### config.mk
export PLATFORM = sky130hd
export DESIGN_NAME = shift_pipe
export DESIGN_NICKNAME = d
export VERILOG_FILES = /design/src/rtl/shift_pipe.sv
export SDC_FILE = /design/constraint.sdc
export NUM_CORES = 1
export LEC_CHECK = 0
export CAP_MARGIN = 40
export CORE_MARGIN = 5
export CORE_UTILIZATION = 50
export CTS_CLUSTER_SIZE = 12
export DETAILED_ROUTE_END_ITERATION = 7
export PLACE_DENSITY = 0.79
export SLEW_MARGIN = 5
export SYNTH_ARGS = -nofsm -noshare
export SYNTH_HDL_FRONTEND = slang
export SYNTH_SLANG_ARGS = --single-unit
export TNS_END_PERCENT = 1
### constraint.sdc
create_clock -name clk -period 2.7 [get_ports clk]
set_input_delay 0.27 -clock clk [delete_from_list [all_inputs] [get_ports clk]]
set_output_delay 0.27 -clock clk [all_outputs]
set_load 0.05 [all_outputs]
### src/rtl/shift_pipe.sv
// Pipelined barrel shifter: SLL/SRL/SRA/ROL by 0..WIDTH-1 over SHW elastic stages.
// Stage k applies a shift of 2^k when its amount bit is set; full valid/ready backpressure.
module shift_pipe #(
  parameter  int WIDTH = 32,
  localparam int SHW   = $clog2(WIDTH)
) (
  input  logic             clk,
  input  logic             rst_n,
  input  logic             in_valid,
  output logic             in_ready,
  input  logic [WIDTH-1:0] in_data,
  input  logic [SHW-1:0]   in_amt,
  input  logic [1:0]       in_op,
  output logic             out_valid,
  input  logic             out_ready,
  output logic [WIDTH-1:0] out_data,
  output logic             out_carry,
  output logic             out_zero
);

  typedef enum logic [1:0] {
    OP_SLL = 2'b00,
    OP_SRL = 2'b01,
    OP_SRA = 2'b10,
    OP_ROL = 2'b11
  } op_e;

  logic [SHW:0]     adv;        // adv[k]: stage k may load this cycle
  logic [SHW-1:0]   valid_vec;
  logic [WIDTH-1:0] last_nxt;   // shifted data entering the final stage
  logic             zero_q;

  // A stage advances when it is empty or the stage after it advances, so
  // bubbles are squeezed out even while the output is stalled.
  always_comb begin
    adv[SHW] = out_ready;
    for (int k = SHW - 1; k >= 0; k--) begin
      adv[k] = !valid_vec[k] | adv[k+1];
    end
  end

  assign in_ready = adv[0];

  for (genvar k = 0; k < SHW; k++) begin : g_stage
    localparam int S  = 1 << k;
    localparam int AW = SHW - k;   // amount bits still unconsumed at this stage's input

    logic             sv;
    logic             sc;
    logic [WIDTH-1:0] sd;
    logic [AW-1:0]    sa;
    logic [1:0]       so;

    logic [WIDTH-1:0] nd;
    logic             nc;

    logic             valid_q;
    logic             carry_q;
    logic [WIDTH-1:0] data_q;

    if (k == 0) begin : g_src
      assign sv = in_valid;
      assign sd = in_data;
      assign sa = in_amt;
      assign so = in_op;
      assign sc = 1'b0;
    end else begin : g_src
      assign sv = g_stage[k-1].valid_q;
      assign sd = g_stage[k-1].data_q;
      assign sa = g_stage[k-1].g_fwd.amt_q;
      assign so = g_stage[k-1].g_fwd.op_q;
      assign sc = g_stage[k-1].carry_q;
    end

    // NOTE: every output of a combinational block gets a default first, so no
    // path through the if/case can leave it unassigned and infer a latch.
    always_comb begin
      nd = sd;
      nc = sc;
      if (sa[0]) begin
        case (op_e'(so))
          OP_SLL: begin
            nd = sd << S;
            nc = sd[WIDTH-S];
          end
          OP_SRL: begin
            nd = sd >> S;
            nc = sd[S-1];
          end
          OP_SRA: begin
            nd = WIDTH'($signed(sd) >>> S);
            nc = sd[S-1];
          end
          OP_ROL: begin
            nd = {sd[WIDTH-S-1:0], sd[WIDTH-1:WIDTH-S]};
            nc = sd[WIDTH-S];
          end
        endcase
      end
    end

    // NOTE: state registers use non-blocking assignments so every stage samples
    // its upstream neighbour's pre-edge value, regardless of evaluation order.
    always_ff @(posedge clk or negedge rst_n) begin
      if (!rst_n) begin
        valid_q <= 1'b0;
        data_q  <= '0;
        carry_q <= 1'b0;
      end else if (adv[k]) begin
        valid_q <= sv;
        data_q  <= nd;
        carry_q <= nc;
      end
    end

    assign valid_vec[k] = valid_q;

    // Bit 0 of the amount is consumed here, so only the higher bits travel on.
    if (k < SHW - 1) begin : g_fwd
      logic [AW-2:0] amt_q;
      logic [1:0]    op_q;

      always_ff @(posedge clk or negedge rst_n) begin
        if (!rst_n) begin
          amt_q <= '0;
          op_q  <= '0;
        end else if (adv[k]) begin
          amt_q <= sa[AW-1:1];
          op_q  <= so;
        end
      end
    end else begin : g_out
      assign last_nxt  = nd;
      assign out_valid = valid_q;
      assign out_data  = data_q;
      assign out_carry = carry_q;
    end
  end

  // Zero flag is registered with the last stage so it holds with out_data on a stall.
  always_ff @(posedge clk or negedge rst_n) begin
    if (!rst_n) begin
      zero_q <= 1'b1;
    end else if (adv[SHW-1]) begin
      zero_q <= (last_nxt == '0);
    end
  end

  assign out_zero = zero_q;

endmodule

==> impl_metrics.json, run 1 <==
{
  "place.detailed.hpwl_mm": 17.8,
  "power.density_nw_per_um2": 1010,
  "finalWirelength_mm": 24.5,
  "rsz0062_at_grt": "no",
  "post_cts_resized": 0,
  "num_rows": 52,
  "clkLatencyLatePin_ns": 0.43,
  "drc": 0,
  "cts-root-buf": "clkbuf_16",
  "drive_gt1_share_pct": 8.48,
  "grt_pass1_vias": 7933,
  "cts_inserted_buffers": 17,
  "vias": 8476,
  "r2r_setup_slack_ns": 0.55,
  "r2r-end": "out_zero$_DFFE_PN1P_",
  "antenna_cells": 0,
  "total_power_uw": 12000,
  "startpoint_type": "register",
  "max_stage_delay_ns": 0.49,
  "post-cts-setup-buffers": 0,
  "overflow": 0,
  "avgViaCountPerCell": 6.10,
  "crit-reg2reg-launch": "g_stage[3].g_fwd.op_q[0]$_DFFE_PN0P_",
  "synthArstFlopShare_pct": 100,
  "placed_cells": 1357,
  "cts.reportedPaths.clkPinSlew_ns": 0.07,
  "antenna_found_initial": 0,
  "die_h_um": 153,
  "synth_seq_cells": 189,
  "synthCells": 1086,
  "period_minus_slack_ns": 2.23,
  "first_iter_violations": 736,
  "fp.dieArea_um2": 23300,
  "whs_ns": 0.350,
  "syn_to_final_growth_pct": 15.7,
  "netlist_top_cells_area": "dfrtp_1, a211oi_1, a22oi_1",
  "core_um2": 20200,
  "grt_max_degree": 73,
  "hp-class": "input port to register",
  "synth_top_cell_by_area": "dfrtp_1",
  "whs_path_depth": 3,
  "clock.fmax_ghz": 0.448,
  "finalMaxSlewViolations": 0,
  "synth_top_area_share_pct": 46.1,
  "hold_buffers": 1,
  "grt_pass1_wl_mm": 41.3,
  "p_leak_uw": 0.00517,
  "cts_buffer_depth": 2,
  "critPathSlowestCell": "and3_2",
  "worstSetupPathType": "register to output pin",
  "worst_pin_slew_ns": 0.687,
  "hp-start": "in_amt[0]",
  "fin_cells": 1390,
  "numPortBuffers": 78,
  "gp_congestion": 0.992,
  "slew-limit-headroom_pct": 53.9,
  "worstHoldEndpoint": "g_stage[0].carry_q$_DFFE_PN0P_",
  "critical_path_arrival_ns": 1.96,
  "crit_chain": "and4b_2 -> and3_2 -> inv_1 -> buf_4",
  "skew_ns": 0.00965,
  "critPathMaxFanout": 22,
  "synthesis.nets": 1149,
  "setup.worst_path.start": "out_valid$_DFFE_PN0P_",
  "grt_usage_pct": 21.1,
  "cts_sinks": 189,
  "drv_cap": 0,
  "ios": 79,
  "avgSynthCellArea_um2": 9.39,
  "setup_viol": 0,
  "synth-seq-area-share_pct": 46.4,
  "required_ns": 2.43,
  "synth_cell_types": 48,
  "status": "finished clean",
  "ys.flop_type": "dfrtp_1",
  "finalHoldViolCount": 0,
  "fp.dieW_um": 153,
  "worstRegToRegCells": 6,
  "ir_worst_vdd_uv": 461,
  "htree_levels": 4,
  "wire_per_inst_um": 17.6,
  "critPathCaptureType": "output pin",
  "first_pass_iters": 6,
  "cts_tree": "yes",
  "synth_edf_count": 0,
  "period_share_pct": 82.6,
  "fin_nets": 1170,
  "synth_warnings": 0,
  "syn_area_um2": 10200,
  "start_util_pct": 50.6,
  "setup_tns_ns": 0,
  "ant_nets": 0
}
==> registers in the layout, summed over array words and instances (netlist names) <==
name,cells
g_stage.g_fwd.amt_q,10
out_data,32
g_stage.valid_q,4
out_valid,1
g_stage.data_q,128
out_zero,1
g_stage.g_fwd.op_q,8
out_carry,1
g_stage.carry_q,4
==> cell usage in the layout, fill, tap and decap left out, types with 19 or more instances in the layout <==
| cell | Yosys | final |
|---|---|---|
| ha_1 | 20 | 20 |
| nand2_1 | 75 | 75 |
| nor2_1 | 137 | 137 |
| dfrtp_1 | 188 | 187 |
| clkdlybuf4s50_1 | 0 | 75 |
| o31ai_1 | 22 | 22 |
| o21ai_0 | 60 | 60 |
| a21o_1 | 99 | 99 |
| buf_4 | 0 | 22 |
| a32oi_1 | 21 | 21 |
| a21oi_1 | 19 | 19 |
| a22oi_1 | 106 | 106 |
| a211oi_1 | 113 | 113 |
==> metrics by stage <==
step                      area, um2  setup slack (ns)  util, %
after floorplan               10200             0.614        -
after global placement        11100             0.367     55.3
after detailed placement      11200             0.310     55.4
after CTS                     11800             0.450     58.5
after global routing          11800             0.333     58.5
final                         11800             0.469     58.5
==> cell type report <==
| type | count | area [um2] |
|---|---|---|
| fillers | 1736 | 8370 |
| multi-input cells | 779 | 5020 |
| flip-flops and latches | 189 | 4730 |
| repair buffers | 104 | 1030 |
| clock buffers | 17 | 425 |
| well taps | 270 | 338 |
| clock inverters | 15 | 190 |
| inverters | 16 | 60.1 |
==> logic make-up after synthesis <==
logic type	after synthesis	synth area share, %
compound gates	470	33.1
mux	17	1.80
flops	189	46.4
fa+ha+maj	20	2.45
buf+inv	118	4.44
simple gates	272	11.8
==> critical path: cells and delay by family (launching register included) <==
family,cells,cell delay [ns]
buf+inv,2,0.36
simple gates,2,0.76
flops,1,0.39
==> worst max path at each step <==
stage | end | slack [ns] | cells after the start
after floorplan | g_stage[0].data_q[30]$_DFFE_PN0P_ | 0.61 | 5
after global placement | g_stage[0].data_q[30]$_DFFE_PN0P_ | 0.37 | 7
after detailed placement | g_stage[0].data_q[5]$_DFFE_PN0P_ | 0.31 | 7
after CTS | in_ready | 0.45 | 4
after global routing | in_ready | 0.33 | 4
final | in_ready | 0.47 | 4
==> routing by layer <==
layer	up-vias	GRT usage, %	routed length (um)
li1	4094	-	-
met1	4032	28.0	10600
met2	301	35.5	12000
met3	49	3.41	1280
met4	0	7.17	625
met5	-	0	0
==> where the power goes <==
part	total [uW]	internal (uW)	switching, uW
clock	2590	1470	1120
sequential	4900	3750	1150
combinational	4470	1800	2670
total	12000	7020	4940
==> cell usage after synthesis, types with 2 or more instances <==
cell / number
mux2_2: 11
inv_1: 15
nand3_1: 3
or2_2: 9
nor2b_1: 11
o21ba_2: 4
a22o_1: 4
clkbuf_1: 80
o21ai_0: 60
nand2_1: 75
or3_1: 2
a211oi_1: 113
a31oi_1: 14
a32oi_1: 21
buf_2: 8
nand2b_1: 12
ha_1: 20
a21oi_1: 19
o31ai_1: 22
and3b_1: 4
buf_1: 14
nor2_1: 137
mux2i_1: 6
nor3_1: 2
dfrtp_1: 188
a22oi_1: 106
and2_1: 2
nand4_1: 2
or4_1: 4
nand3b_1: 2
a21o_1: 99
(Power assumes the default switching activity.)
==> inputs of run 2 (changes only) <==
clock period = 2.2 ns   (was 2.7 ns; I/O delays follow)
==> run 2 against run 1 <==
Hold slack got worse by 0.22 ns. Final cell count increased by 1.2%. Die area unchanged. Critical path type is now register to register.
==> impl_metrics.json, run 2 (synthesized netlist as in run 1, its figures left out) <==
{
  "ir_worst_vdd_uv": 642,
  "r2r_setup_slack_ns": 0.19,
  "layout_common_cells": "dfrtp_1, nor2_1, a211oi_1, a22oi_1, a21o_1",
  "grt_max_degree": 74,
  "antenna_cells": 0,
  "drive_gt1_share_pct": 9.94,
  "seq_power_share_pct": 39.3,
  "htree_levels": 4,
  "hp-start": "in_amt[0]",
  "fp.dieW_um": 153,
  "worst_pin_slew_ns": 0.658,
  "clock.fmax_ghz": 0.496,
  "crit-reg2reg-launch": "g_stage[1].g_fwd.op_q[0]$_DFFE_PN0P_",
  "period_share_pct": 91.6,
  "syn_to_final_growth_pct": 18.6,
  "vias": 8709,
  "grt_pass1_wl_mm": 43.5,
  "pre_cts_slack_ns": -0.0945,
  "first_iter_violations": 747,
  "status": "finished clean",
  "clkLatencyLatePin_ns": 0.44,
  "pwr-share-clk_pct": 23.3,
  "cts_inserted_buffers": 17,
  "startpoint_type": "register",
  "final_common_cell": "dfrtp_1",
  "critical_path_arrival_ns": 2.39,
  "rsz0062_at_grt": "no",
  "p_comb_share_pct": 37.4,
  "grt_usage_pct": 22.5,
  "avgViaCountPerCell": 6.19,
  "place.detailed.hpwl_mm": 18.7,
  "wire_per_inst_um": 18.6,
  "critPathSlowestCell": "o21ba_2",
  "regMostFlops": "g_stage.data_q",
  "worstSetupPathType": "register to register",
  "antenna_found_initial": 0,
  "setup.worst_path.start": "g_stage[1].g_fwd.op_q[0]$_DFFE_PN0P_",
  "gp_congestion": 0.952,
  "drc": 0,
  "power_switching_uw": 6210,
  "critPathMaxFanout": 23,
  "nFillCells": 1741,
  "required_ns": 2.58,
  "post-route-util_pct": 59.9,
  "worstRegToRegCells": 6,
  "num_rows": 52,
  "finalWirelength_mm": 26.2,
  "start_util_pct": 50.6,
  "critPathCaptureType": "register",
  "cts.reportedPaths.clkPinSlew_ns": 0.07,
  "finalHoldViolCount": 0,
  "drv_cap": 0,
  "die_h_um": 153,
  "critPathCapture": "g_stage[2].data_q[4]$_DFFE_PN0P_",
  "post-cts-setup-buffers": 0,
  "internal_power_uw": 9130,
  "slew-limit-headroom_pct": 56.1,
  "largest_reg_flops": 128,
  "p_sw_share_pct": 40.5,
  "core_um2": 20200,
  "cts_buffer_depth": 2,
  "cts_tree": "yes",
  "whs_path_depth": 3,
  "period_minus_slack_ns": 2.01,
  "max_stage_delay_ns": 0.57,
  "numPortBuffers": 78,
  "first_pass_iters": 6,
  "p_leak_uw": 0.00533,
  "finalMaxSlewViolations": 0,
  "path_depth": 6,
  "grt_pass1_vias": 8322,
  "skew_ns": 0.0122,
  "cts-root-buf": "clkbuf_16",
  "power.density_nw_per_um2": 1270,
  "setup_slack_ns": 0.186,
  "fp.dieArea_um2": 23300,
  "fin_nets": 1187,
  "r2r-end": "g_stage[2].data_q[4]$_DFFE_PN0P_",
  "ios": 79,
  "hp-class": "input port to register",
  "crit_chain": "inv_1 -> ha_1 -> o21ba_2 -> a22oi_1 -> a211oi_1 -> a21o_1",
  "ant_nets": 0,
  "cts_sinks": 189,
  "overflow": 0,
  "setup_viol": 0,
  "cp_num_buf_inv": 1,
  "critical-path-top-delay-family": "compound AO/OA/AOI/OAI gates"
}
run 2: cell types whose count changed in the layout (fill, tap and decap cells not counted), moves of 2 or more:
| cell | previous run | this run |
|---|---|---|
| buf_12 | 3 | 11 |
| bufinv_16 | 3 | 6 |
| buf_4 | 22 | 32 |
| clkinvlp_4 | 4 | 2 |
| clkinv_2 | 2 | 0 |
run 2: metrics by stage:
stage / std cells / hold WS (ns) / total power, uW / TNS [ns] / cell area [um2]
2_1_floorplan: 1086 / -0.0756 / 9600 / 0 / 10200
3_3_place_gp: 1374 / 0.215 / 11600 / 0 / 11400
3_5_place_dp: 1374 / 0.212 / 11700 / -1.02 / 11400
4_1_cts: 1407 / 0.119 / 15300 / 0 / 12100
5_1_grt: 1407 / 0.150 / 16200 / 0 / 12100
6_report: 1407 / 0.133 / 15300 / 0 / 12100
run 2: worst min path at each step:
stage          slack [ns]                                    to
6_report             0.13        g_stage[0].carry_q$_DFFE_PN0P_
5_1_grt              0.15        g_stage[0].carry_q$_DFFE_PN0P_
4_1_cts              0.12        g_stage[0].carry_q$_DFFE_PN0P_
3_5_place_dp         0.21  g_stage[3].g_fwd.op_q[0]$_DFFE_PN0P_
3_3_place_gp         0.22  g_stage[3].g_fwd.op_q[0]$_DFFE_PN0P_
2_1_floorplan       -0.08        g_stage[0].carry_q$_DFFE_PN0P_
run 2: worst reg2reg max path: stages (launching register included):
cell      delay [ns]
dfrtp_1         0.41
inv_1           0.11
ha_1            0.27
o21ba_2         0.57
a22oi_1         0.13
a211oi_1        0.35
a21o_1          0.12
run 2: repair_timing:
| item | in CTS | in global routing |
|---|---|---|
| setup endpoints to repair | 0 | 2 |
| hold buffers | 1 | 0 |
| hold endpoints to repair | 48 | 0 |
| resized for setup | 0 | 2 |
run 2: final cells by class:
type                    instances  area [um2]  area share (%)
clock buffers                  18         439            3.63
well taps                     270         338            2.79
multi-input cells             779        5030            41.6
repair buffers                121        1240            10.2
flip-flops and latches        189        4730            39.1
inverters                      16        60.1           0.497
clock inverters                14         250            2.07
run 2: power groups by stage:
stage | combinational, uW | sequential, uW | clock, uW
after floorplan | 3090 | 6510 | 0
after detailed placement | 5690 | 6040 | 0
final | 5730 | 6030 | 3580
after CTS | 5730 | 5990 | 3630
after global routing | 6240 | 6160 | 3790
after global placement | 5570 | 5990 | 0
run 2: metal layers:
layer,vias to the layer above,GRT usage (%),wire length (um)
met2,309,38.0,13200
li1,4134,-,-
met1,4200,28.7,10800
met5,-,0,0
met4,0,8.87,776
met3,66,4.29,1430
==> inputs of run 3 (changes only) <==
CELL_PAD_IN_SITES_DETAIL_PLACEMENT = 0   (was not set)
CELL_PAD_IN_SITES_GLOBAL_PLACEMENT = 1   (was not set)
CORE_UTILIZATION = 46   (was 50)
PLACE_DENSITY = 0.9   (was 0.79)
==> run 3 against run 2 <==
Sequential share of layout area rose by 0.19 points. Fmax fell by 3.4%. First-iteration DRC count fell by 17%. Die area rose by 8.1%. Flip-flop and latch count did not move. Via count fell by 1.7%. Clock skew rose by 0.0053 ns. Design area fell by 0.49%. Clock power fell by 13%. Final cell count rose by 1.1%. Setup slack got worse by 0.072 ns.
==> impl_metrics.json, run 3 (synthesized netlist as in run 1, its figures left out) <==
{
  "status": "finished clean",
  "place.detailed.hpwl_mm": 19.2,
  "hp-class": "input port to register",
  "start_util_pct": 46.7,
  "fin_nets": 1193,
  "required_ns": 1.98,
  "overflow": 0,
  "p_leak_uw": 0.00531,
  "ant_nets": 0,
  "critPathCaptureType": "output pin",
  "drc": 0,
  "pre_cts_slack_ns": -0.0837,
  "drv_cap": 0,
  "critical_path_arrival_ns": 1.87,
  "layout_common_cells": "dfrtp_1, nor2_1, a211oi_1, a22oi_1, a21o_1",
  "finalMaxSlewViolations": 0,
  "fp.dieArea_um2": 25200,
  "clkLatencyLatePin_ns": 0.44,
  "cts.reportedPaths.clkPinSlew_ns": 0.07,
  "grt_pass1_wl_mm": 43.9,
  "wl_met1_mm": 11.5,
  "regMostFlops": "g_stage.data_q",
  "setup_tns_ns": 0,
  "slew-limit-headroom_pct": 57.1,
  "grt_usage_pct": 20.7,
  "cts_tree": "yes",
  "first_pass_iters": 6,
  "worstSetupPathType": "register to output pin",
  "grt_pass1_vias": 8164,
  "dpl_cell_area_um2": 11400,
  "core_um2": 21800,
  "startpoint_type": "register",
  "finalHoldViolCount": 0,
  "first_iter_violations": 623,
  "wire_per_inst_um": 18.6,
  "syn_to_final_growth_pct": 18.0,
  "finalWirelength_mm": 26.5,
  "vias": 8563,
  "power.density_nw_per_um2": 1240,
  "worst_pin_slew_ns": 0.644,
  "fp.dieW_um": 159,
  "cts_buffer_depth": 2,
  "critPathMaxFanout": 12,
  "ir_worst_vdd_uv": 551,
  "antenna_cells": 0,
  "cts_sinks": 189,
  "drive_gt1_share_pct": 10.2,
  "antenna_found_initial": 0,
  "ios": 79,
  "largest_reg_flops": 128,
  "cts_inserted_buffers": 17,
  "nFillCells": 1938,
  "gp_congestion": 0.954,
  "wl_met2_mm": 13.3,
  "skew_ns": 0.0175,
  "setup_viol": 0,
  "avgViaCountPerCell": 6.02,
  "grt_max_degree": 74,
  "multi_input_area_um2": 5020,
  "seqCellArea_um2": 4730,
  "num_rows": 54,
  "die_h_um": 159,
  "period_minus_slack_ns": 2.09,
  "htree_levels": 4,
  "wl_met3_mm": 1.15,
  "final_common_cell": "dfrtp_1",
  "fin_area_um2": 12000,
  "setup_slack_ns": 0.114,
  "clock.fmax_ghz": 0.479,
  "rsz0062_at_grt": "no",
  "whs_ns": 0.117,
  "period_share_pct": 94.8,
  "numPortBuffers": 78,
  "cts-root-buf": "clkbuf_16",
  "routed.top_layer": "met4"
}
run 3: cell count changes in the layout (fill, tap and decap cells not counted), sizes merged:
cell | before | now
bufinv | 6 | 2
buf | 45 | 50
inv | 20 | 22
clkbuf | 18 | 20
clkinv | 2 | 3
run 3: where the power goes:
| group | total [uW] | switching, uW | leakage (uW) | internal (uW) |
|---|---|---|---|---|
| Clock | 3130 | 1390 | 0.000287 | 1730 |
| Sequential | 6000 | 1400 | 0.00228 | 4600 |
| Combinational | 5810 | 3430 | 0.00274 | 2390 |
run 3: final cells by class:
| class | count | area share, % |
|---|---|---|
| clock buffer | 19 | 3.68 |
| clock inverter | 13 | 1.24 |
| inverter | 16 | 0.499 |
| multi-input combinational | 779 | 41.8 |
| sequential | 189 | 39.3 |
| tap | 280 | 2.91 |
| timing repair buffer | 127 | 10.6 |
run 3: critical path: stages, from the launching register on:
cell and delay, ns:
dfrtp_1 0.39, and4b_2 0.29, and3_2 0.41, inv_1 0.12
buf_4 0.21
run 3: worst paths after layout:
| kind | start | to | slack [ns] | depth (start not counted) |
|---|---|---|---|---|
| hold / removal | in_amt[0] | g_stage[0].carry_q$_DFFE_PN0P_ | 0.12 | 3 |
| min in group asynchronous | rst_n | g_stage[3].data_q[7]$_DFFE_PN0P_ | 0.30 | 2 |
| hold reg to reg | g_stage[2].valid_q$_DFFE_PN0P_ | g_stage[3].valid_q$_DFFE_PN0P_ | 0.47 | 1 |
| setup reg to reg | g_stage[1].g_fwd.op_q[0]$_DFFE_PN0P_ | g_stage[2].data_q[8]$_DFFE_PN0P_ | 0.13 | 6 |
| max in group asynchronous | rst_n | out_zero$_DFFE_PN1P_ | 1.16 | 3 |
| setup / recovery | out_valid$_DFFE_PN0P_ | in_ready | 0.11 | 4 |
run 3: timing repair:
item	in CTS	in global routing
buffers inserted	0	0
endpoints found under the hold margin	44	0
resized for setup	0	0
hold buffers	1	0
run 3: routing by layer:
| metal | up-vias | GRT usage (%) |
|---|---|---|
| met5 | - | 0 |
| met4 | 0 | 5.78 |
| met3 | 44 | 3.73 |
| met2 | 264 | 35.6 |
| met1 | 4109 | 26.9 |
| li1 | 4146 | - |
run 3: stage by stage:
step	power, uW	cells	util, %
2_1_floorplan	9600	1086	-
3_5_place_dp	11800	1390	52.4
3_3_place_gp	11700	1390	52.4
6_report	14900	1423	55.1
5_1_grt	15800	1423	55.1
4_1_cts	15000	1423	55.1
